File: config.mk
export PLATFORM = sky130hd
export DESIGN_NAME = bsg_miniblade_tag_serial_driver_flat
export DESIGN_NICKNAME = d
export VERILOG_FILES = /design/src/rtl/bsg_miniblade_tag_serial_driver_pkg.sv /design/src/rtl/bsg_miniblade_tag_serial_driver_if.sv /design/src/rtl/bsg_miniblade_tag_serial_driver_shifter.sv /design/src/rtl/bsg_miniblade_tag_serial_driver.sv /design/src/flat_wrapper.sv
export SDC_FILE = /design/constraint.sdc
export NUM_CORES = 1
export LEC_CHECK = 0
export CELL_PAD_IN_SITES_DETAIL_PLACEMENT = 2
export CELL_PAD_IN_SITES_GLOBAL_PLACEMENT = 2
export CORE_ASPECT_RATIO = 0.75
export CORE_MARGIN = 2
export CORE_UTILIZATION = 33
export CTS_CLUSTER_SIZE = 40
export DETAILED_ROUTE_END_ITERATION = 12
export GPL_TIMING_DRIVEN = 0
export PLACE_DENSITY_LB_ADDON = 0.12
export SLEW_MARGIN = 20
export SYNTH_ARGS = -nofsm -noshare
export SYNTH_HDL_FRONTEND = slang
export SYNTH_SLANG_ARGS = --single-unit
File: constraint.sdc
create_clock -name clk_i -period 2.9 [get_ports clk_i]
set_input_delay 0.58 -clock clk_i [delete_from_list [all_inputs] [get_ports clk_i]]
set_output_delay 0.58 -clock clk_i [all_outputs]
set_load 0.05 [all_outputs]
File: src/rtl/bsg_miniblade_tag_serial_driver_pkg.sv
// Shared types and elaboration helpers for the bsg_tag serial driver.
package bsg_miniblade_tag_serial_driver_pkg;

  typedef enum logic [0:0] {
    e_tag_op_packet       = 1'b0,
    e_tag_op_master_reset = 1'b1
  } bsg_miniblade_tag_op_e;

  typedef enum logic [2:0] {
    e_idle,
    e_ones,
    e_start,
    e_node,
    e_dnr,
    e_len,
    e_payload,
    e_gap
  } bsg_miniblade_tag_state_e;

  // Width of an index that must be at least one bit even for trivial sizes.
  function automatic int safe_clog2(input int x);
    return (x <= 1) ? 1 : $clog2(x);
  endfunction

  function automatic int max2(input int a, input int b);
    return (a > b) ? a : b;
  endfunction

endpackage

File: src/rtl/bsg_miniblade_tag_serial_driver_if.sv
// Command handshake between a bsg_tag command source and the serial driver.
interface bsg_miniblade_tag_serial_driver_if
  import bsg_miniblade_tag_serial_driver_pkg::*;
#(
   parameter int tag_els_p      = 1024,
   parameter int tag_lg_width_p = 4
);
   localparam int lg_tag_els_lp = safe_clog2(tag_els_p);
   localparam int payload_w_lp  = (1 << tag_lg_width_p) - 1;

   logic                      v_i;
   logic                      ready_o;
   bsg_miniblade_tag_op_e     op_i;
   logic [lg_tag_els_lp-1:0]  node_id_i;
   logic                      data_not_reset_i;
   logic [tag_lg_width_p-1:0] len_i;
   logic [payload_w_lp-1:0]   payload_i;

   modport master (
      output v_i, op_i, node_id_i, data_not_reset_i, len_i, payload_i,
      input  ready_o
   );

   modport slave (
      input  v_i, op_i, node_id_i, data_not_reset_i, len_i, payload_i,
      output ready_o
   );
endinterface

File: src/rtl/bsg_miniblade_tag_serial_driver_shifter.sv
// Loadable LSB-first shift register with a count of bits still to be shifted out.
module bsg_miniblade_tag_serial_driver_shifter #(
   parameter int width_p = 15,
   parameter int cnt_w_p = 6
) (
   input  logic               clk_i,
   input  logic               reset_n_i,
   input  logic               load_i,
   input  logic [width_p-1:0] data_i,
   input  logic [cnt_w_p-1:0] count_i,
   input  logic               shift_i,
   output logic               bit_o,
   output logic               empty_o
);
   logic [width_p-1:0] data_r;
   logic [cnt_w_p-1:0] cnt_r;

   assign bit_o   = data_r[0];
   assign empty_o = (cnt_r == '0);

   always_ff @(posedge clk_i or negedge reset_n_i) begin
      if (!reset_n_i) begin
         cnt_r <= '0;
      end else if (load_i) begin
         cnt_r <= count_i;
      end else if (shift_i && !empty_o) begin
         cnt_r <= cnt_r - cnt_w_p'(1);
      end
   end

   always_ff @(posedge clk_i) begin
      if (load_i) begin
         data_r <= data_i;
      end else if (shift_i && !empty_o) begin
         data_r <= data_r >> 1;
      end
   end
endmodule

File: src/rtl/bsg_miniblade_tag_serial_driver.sv
// Serializes parallel bsg_tag commands into the one-bit tag stream (tag clock domain).
// Define BSG_MINIBLADE_TAG_DRV_GAP_EN to follow every command with min_gap_p idle zeros.
module bsg_miniblade_tag_serial_driver
  import bsg_miniblade_tag_serial_driver_pkg::*;
#(
   parameter int tag_els_p      = 1024,
   parameter int tag_lg_width_p = 4,
   parameter int reset_ones_p   = 32,
   parameter int min_gap_p      = 2
) (
   input  logic                               clk_i,
   input  logic                               reset_n_i,
   bsg_miniblade_tag_serial_driver_if.slave   cmd,
   output logic                               tag_data_o,
   output logic                               busy_o
);
   localparam int lg_tag_els_lp = safe_clog2(tag_els_p);
   localparam int payload_w_lp  = (1 << tag_lg_width_p) - 1;
   localparam int shift_w_lp    = max2(max2(lg_tag_els_lp, tag_lg_width_p), payload_w_lp);
   localparam int cnt_max_lp    = max2(max2(reset_ones_p, lg_tag_els_lp),
                                       max2(1 << tag_lg_width_p, min_gap_p));
   localparam int cnt_w_lp      = safe_clog2(cnt_max_lp + 1);

   bsg_miniblade_tag_state_e   state_r;
   logic [cnt_w_lp-1:0]        cnt_r;
   logic                       out_of_reset_r;
   logic [lg_tag_els_lp-1:0]   node_r;
   logic                       dnr_r;
   logic [tag_lg_width_p-1:0]  len_r;
   logic [payload_w_lp-1:0]    payload_r;

   logic                       accept;
   logic                       last_bit;
   logic                       sh_load, sh_shift, sh_bit, sh_empty;
   logic [shift_w_lp-1:0]      sh_data;
   logic [cnt_w_lp-1:0]        sh_count;

   assign cmd.ready_o = out_of_reset_r && (state_r == e_idle);
   assign accept      = cmd.v_i && cmd.ready_o;
   assign busy_o      = (state_r != e_idle);

   // The state names the bit currently on tag_data_o; this flags its final bit.
   assign last_bit = ((state_r == e_ones) && (cnt_r == '0))
                  || ((state_r == e_payload) && sh_empty)
                  || ((state_r == e_len) && sh_empty && (len_r == '0));

   // Each field's bit 0 goes straight to the output; the shifter holds the rest.
   always_comb begin
      sh_load  = 1'b0;
      sh_shift = 1'b0;
      sh_data  = '0;
      sh_count = '0;
      unique case (state_r)
         e_start: begin
            sh_load  = 1'b1;
            sh_data  = shift_w_lp'(node_r >> 1);
            sh_count = cnt_w_lp'(lg_tag_els_lp - 1);
         end
         e_dnr: begin
            sh_load  = 1'b1;
            sh_data  = shift_w_lp'(len_r >> 1);
            sh_count = cnt_w_lp'(tag_lg_width_p - 1);
         end
         e_node, e_payload: sh_shift = !sh_empty;
         e_len: begin
            sh_shift = !sh_empty;
            if (sh_empty && (len_r != '0)) begin
               sh_load  = 1'b1;
               sh_data  = shift_w_lp'(payload_r >> 1);
               sh_count = cnt_w_lp'(len_r) - cnt_w_lp'(1);
            end
         end
         default: ;
      endcase
   end

   bsg_miniblade_tag_serial_driver_shifter #(
      .width_p (shift_w_lp),
      .cnt_w_p (cnt_w_lp)
   ) shifter (
      .clk_i     (clk_i),
      .reset_n_i (reset_n_i),
      .load_i    (sh_load),
      .data_i    (sh_data),
      .count_i   (sh_count),
      .shift_i   (sh_shift),
      .bit_o     (sh_bit),
      .empty_o   (sh_empty)
   );

   always_ff @(posedge clk_i) begin
      if (accept) begin
         node_r    <= cmd.node_id_i;
         dnr_r     <= cmd.data_not_reset_i;
         len_r     <= cmd.len_i;
         payload_r <= cmd.payload_i;
      end
   end

   always_ff @(posedge clk_i or negedge reset_n_i) begin
      if (!reset_n_i) begin
         state_r        <= e_idle;
         cnt_r          <= '0;
         tag_data_o     <= 1'b0;
         out_of_reset_r <= 1'b0;
      end else begin
         out_of_reset_r <= 1'b1;
         if (last_bit) begin
            tag_data_o <= 1'b0;
`ifdef BSG_MINIBLADE_TAG_DRV_GAP_EN
            if (min_gap_p > 0) begin
               state_r <= e_gap;
               cnt_r   <= cnt_w_lp'(min_gap_p - 1);
            end else begin
               state_r <= e_idle;
            end
`else
            state_r <= e_idle;
`endif
         end else begin
            unique case (state_r)
               e_idle: begin
                  tag_data_o <= accept;
                  if (accept) begin
                     if (cmd.op_i == e_tag_op_master_reset) begin
                        state_r <= e_ones;
                        cnt_r   <= cnt_w_lp'(reset_ones_p - 1);
                     end else begin
                        state_r <= e_start;
                     end
                  end
               end
               e_ones: begin
                  tag_data_o <= 1'b1;
                  cnt_r      <= cnt_r - cnt_w_lp'(1);
               end
               e_start: begin
                  tag_data_o <= node_r[0];
                  state_r    <= e_node;
               end
               e_node: begin
                  if (!sh_empty) begin
                     tag_data_o <= sh_bit;
                  end else begin
                     tag_data_o <= dnr_r;
                     state_r    <= e_dnr;
                  end
               end
               e_dnr: begin
                  tag_data_o <= len_r[0];
                  state_r    <= e_len;
               end
               e_len: begin
                  if (!sh_empty) begin
                     tag_data_o <= sh_bit;
                  end else begin
                     tag_data_o <= payload_r[0];
                     state_r    <= e_payload;
                  end
               end
               e_payload: tag_data_o <= sh_bit;
               e_gap: begin
                  tag_data_o <= 1'b0;
                  if (cnt_r != '0) cnt_r <= cnt_r - cnt_w_lp'(1);
                  else             state_r <= e_idle;
               end
               default: begin
                  tag_data_o <= 1'b0;
                  state_r    <= e_idle;
               end
            endcase
         end
      end
   end
endmodule

File: src/flat_wrapper.sv
// flat-port wrapper written by rule: the top's interface ports become plain ports
module bsg_miniblade_tag_serial_driver_flat import bsg_miniblade_tag_serial_driver_pkg::*;
#(
   parameter int tag_els_p      = 1024,
   parameter int tag_lg_width_p = 4,
   parameter int reset_ones_p   = 32,
   parameter int min_gap_p      = 2
)
  (clk_i, reset_n_i, tag_data_o, busy_o, cmd_v_i, cmd_op_i, cmd_node_id_i, cmd_data_not_reset_i, cmd_len_i, cmd_payload_i, cmd_ready_o);
  bsg_miniblade_tag_serial_driver_if #(.tag_els_p(tag_els_p), .tag_lg_width_p(tag_lg_width_p)) cmd_i ();
  input  logic clk_i;
  input  logic reset_n_i;
  output logic tag_data_o;
  output logic busy_o;
  input wire logic [$bits(cmd_i.v_i)-1:0] cmd_v_i;
  input wire logic [$bits(cmd_i.op_i)-1:0] cmd_op_i;
  input wire logic [$bits(cmd_i.node_id_i)-1:0] cmd_node_id_i;
  input wire logic [$bits(cmd_i.data_not_reset_i)-1:0] cmd_data_not_reset_i;
  input wire logic [$bits(cmd_i.len_i)-1:0] cmd_len_i;
  input wire logic [$bits(cmd_i.payload_i)-1:0] cmd_payload_i;
  output wire logic [$bits(cmd_i.ready_o)-1:0] cmd_ready_o;
  assign cmd_i.v_i = cmd_v_i;
  assign cmd_i.op_i = cmd_op_i;
  assign cmd_i.node_id_i = cmd_node_id_i;
  assign cmd_i.data_not_reset_i = cmd_data_not_reset_i;
  assign cmd_i.len_i = cmd_len_i;
  assign cmd_i.payload_i = cmd_payload_i;
  assign cmd_ready_o = cmd_i.ready_o;
  bsg_miniblade_tag_serial_driver #(.tag_els_p(tag_els_p), .tag_lg_width_p(tag_lg_width_p), .reset_ones_p(reset_ones_p), .min_gap_p(min_gap_p)) u_core (.clk_i(clk_i), .reset_n_i(reset_n_i), .cmd(cmd_i), .tag_data_o(tag_data_o), .busy_o(busy_o));
endmodule
==> flow_summary.yaml <==
status:
  outcome: "finished clean"
synth:
  synth_edf_count: 44
  synth_top_flop_cell: "edfxtp_1"
  async_flop_share_pct: 27.9
  yosys_warnings: 0
  yosysSeqAreaShare_pct: 60.0
  yosysUniqueCellTypes: 53
  syn_area_per_cell_um2: 11.8
  synthCells: 247
  syn-cell-area_um2: 2910
  synth_nets: 286
  ys_ff_latch: 61
worst_setup_path:
  cpMaxStageDelayCell: "dlygate4sd2_1"
  crit_chain: "buf_2, clkbuf_1, or3_1, dlygate4sd2_1"
  end_kind: "primary output"
  critical_path.max_fanout: 10
  rrSetupSlack_ns: 0.21
  crit_arrival_ns: 2.11
  startpoint_type: "flip-flop"
  cp.buffers_inverters: 3
  cpLargestDelayFamily: "buffers and inverters"
  slowest_delay_ns: 0.55
  crit_required_ns: 2.32
  critPathKind: "flip-flop to primary output"
sta:
  fin_setup_tns_ns: 0
  fmax_ghz: 0.371
  slew_viol_final: 0
  hold_viol: 0
  setup_violations: 0
  fin_skew_ns: 0.00406
  tightest_slew_ns: 1.00
  fin_hold_ws_ns: 0.520
  slew_headroom_pct: 33.0
  period_needed_ns: 2.69
  rsz0062_at_grt: "no"
  finalCritPeriodShare_pct: 92.9
routing:
  vias: 2222
  first_pass_iters: 8
  avgRoutedWirePerCell_um: 19.5
  route.detailed.drc: 0
  via_per_inst: 5.41
  wirelength_mm: 8.01
  ant_nets: 0
  drtIter0Drc: 127
clocking:
  path_clk_slew_ns: 0.05
  cts_buffers: 9
  insertion_delay_ns: 0.32
  cts_root_buffer: "clkbuf_16"
  ctsHoldBuffers: 0
  cts_max_level: 3
  cts_tree: "built"
  clockBufferDepth: 2
  clock-sinks: 61
placement:
  hpwlAfterDp_mm: 5.56
  numPortBuffers: 36
  place_congestion: 0.770
  placed_area_um2: 3430
die:
  die_y_um: 85.3
  num_rows: 29
  die_area_um2: 9590
  coreArea_um2: 8530
  die_w_um: 112
  pin_count: 37
  start_util_pct: 34.1
cells_and_area:
  finalInstanceArea_um2: 3760
  multiInputGateArea_um2: 1070
  area_growth_pct: 29.1
  layout-drive-gt1-share_pct: 12.5
  nFillCells: 851
  layout_common_cells: "edfxtp_1, clkdlybuf4s50_1, nor2_1, a21oi_1, dfrtp_1"
  diodes: 0
  nets: 337
  register_area_um2: 1750
  layout_commonest_cell: "edfxtp_1"
hold_path:
  hold_path_class: "flip-flop to flip-flop"
power:
  ir_drop_mv: 0.426
  power_density_nw_per_um2: 993
  finalPower_mw: 3.73
  power_leakage_nw: 1.42
global_route:
  first_global_vias: 2427
  grt_overflow: 0
  groute.usage.overall_pct: 17.9
  grt_pass1_wl_mm: 13.1
  antenna_found_initial: 0
  grt_max_degree: 28
job:
  drv_cap: 0
==> registers in the layout, summed over array words and instances (netlist names) <==
| register | flops |
|---|---|
| u_core.shifter.cnt_r | 6 |
| u_core.node_r | 10 |
| u_core.state_r | 3 |
| u_core.shifter.data_r | 14 |
| u_core.cnt_r | 6 |
| u_core.out_of_reset_r | 1 |
| u_core.dnr_r | 1 |
| u_core.len_r | 4 |
| u_core.payload_r | 15 |
| u_core.tag_data_o | 1 |
==> cell type report <==
type | count | area share, %
multi-input combinational | 158 | 28.5
buffer | 12 | 1.40
clock buffer | 11 | 6.46
sequential | 61 | 46.5
clock inverter | 5 | 1.33
timing repair buffer | 40 | 10.5
inverter | 16 | 1.70
tap | 108 | 3.60
==> layer usage <==
metal  GRT usage [%]  share of wire, %  up-vias
met5               0                 0        -
met4            4.66              0.67        0
met3            4.29               2.9        4
met2            28.2                45       34
met1            25.0                51     1125
li1                -                 -     1059
==> per-stage QoR <==
step                setup WS, ns  instances  util, %
global placement          0.0271        391     40.0
finish                     0.206        411     44.0
detailed placement       -0.0208        392     40.3
global route              0.0650        411     44.0
floorplan                  0.332        247        -
CTS                       0.0308        408     43.7
==> final timing paths <==
check | from | depth (start not counted) | endpoint
worst min-delay path | u_core.cnt_r[0] | 1 | u_core.cnt_r[0]
max in group asynchronous | reset_n_i | 1 | u_core.state_r[2]
worst max-delay path | u_core.state_r[0] | 4 | busy_o
worst max register to register | u_core.len_r[0] | 8 | u_core.cnt_r[5]
worst min register to register | u_core.cnt_r[0] | 1 | u_core.cnt_r[0]
min in group asynchronous | reset_n_i | 1 | u_core.state_r[1]
==> Yosys cell counts, types with 4 or more instances <==
master | count | area (um^2)
dfrtp_1 | 17 | 425
a222oi_1 | 7 | 70.1
nor3b_1 | 4 | 30.0
a22oi_1 | 4 | 30.0
a22o_1 | 4 | 35.0
inv_1 | 16 | 60.1
ha_1 | 5 | 62.6
nor2_1 | 19 | 71.3
o21ai_0 | 8 | 40.0
nand3_1 | 6 | 30.0
edfxtp_1 | 44 | 1320
clkbuf_1 | 8 | 30.0
and3_1 | 5 | 31.3
a31oi_1 | 5 | 31.3
o22ai_1 | 4 | 25.0
a21oi_1 | 18 | 90.1
or3_1 | 4 | 25.0
nand2_1 | 13 | 48.8
==> where the power goes <==
part	switching, mW	internal (mW)	total (mW)
Combinational	0.792	0.510	1.30
Sequential	0.157	1.22	1.38
Clock	0.369	0.681	1.05
==> cells by family (layout without fill, tap and decap cells) <==
logic type	count (synthesis)	in the layout	synth area share, %
AOI/OAI and AO/OA	76	76	19.0
and+or+nand+nor	73	73	13.9
DFF	61	61	60.0
buffers and inverters	28	84	3.87
adders and majority gates	5	5	2.15
xor gates and xnor gates	3	3	0.903
other	1	1	0.129
==> timing repair <==
item / CTS / global route
pin swaps: 0 / 1
resized for setup: 3 / 4
setup endpoints to repair: 3 / 7
buffers inserted: 0 / 2
No activity file was read; power rests on OpenSTA's default activity.
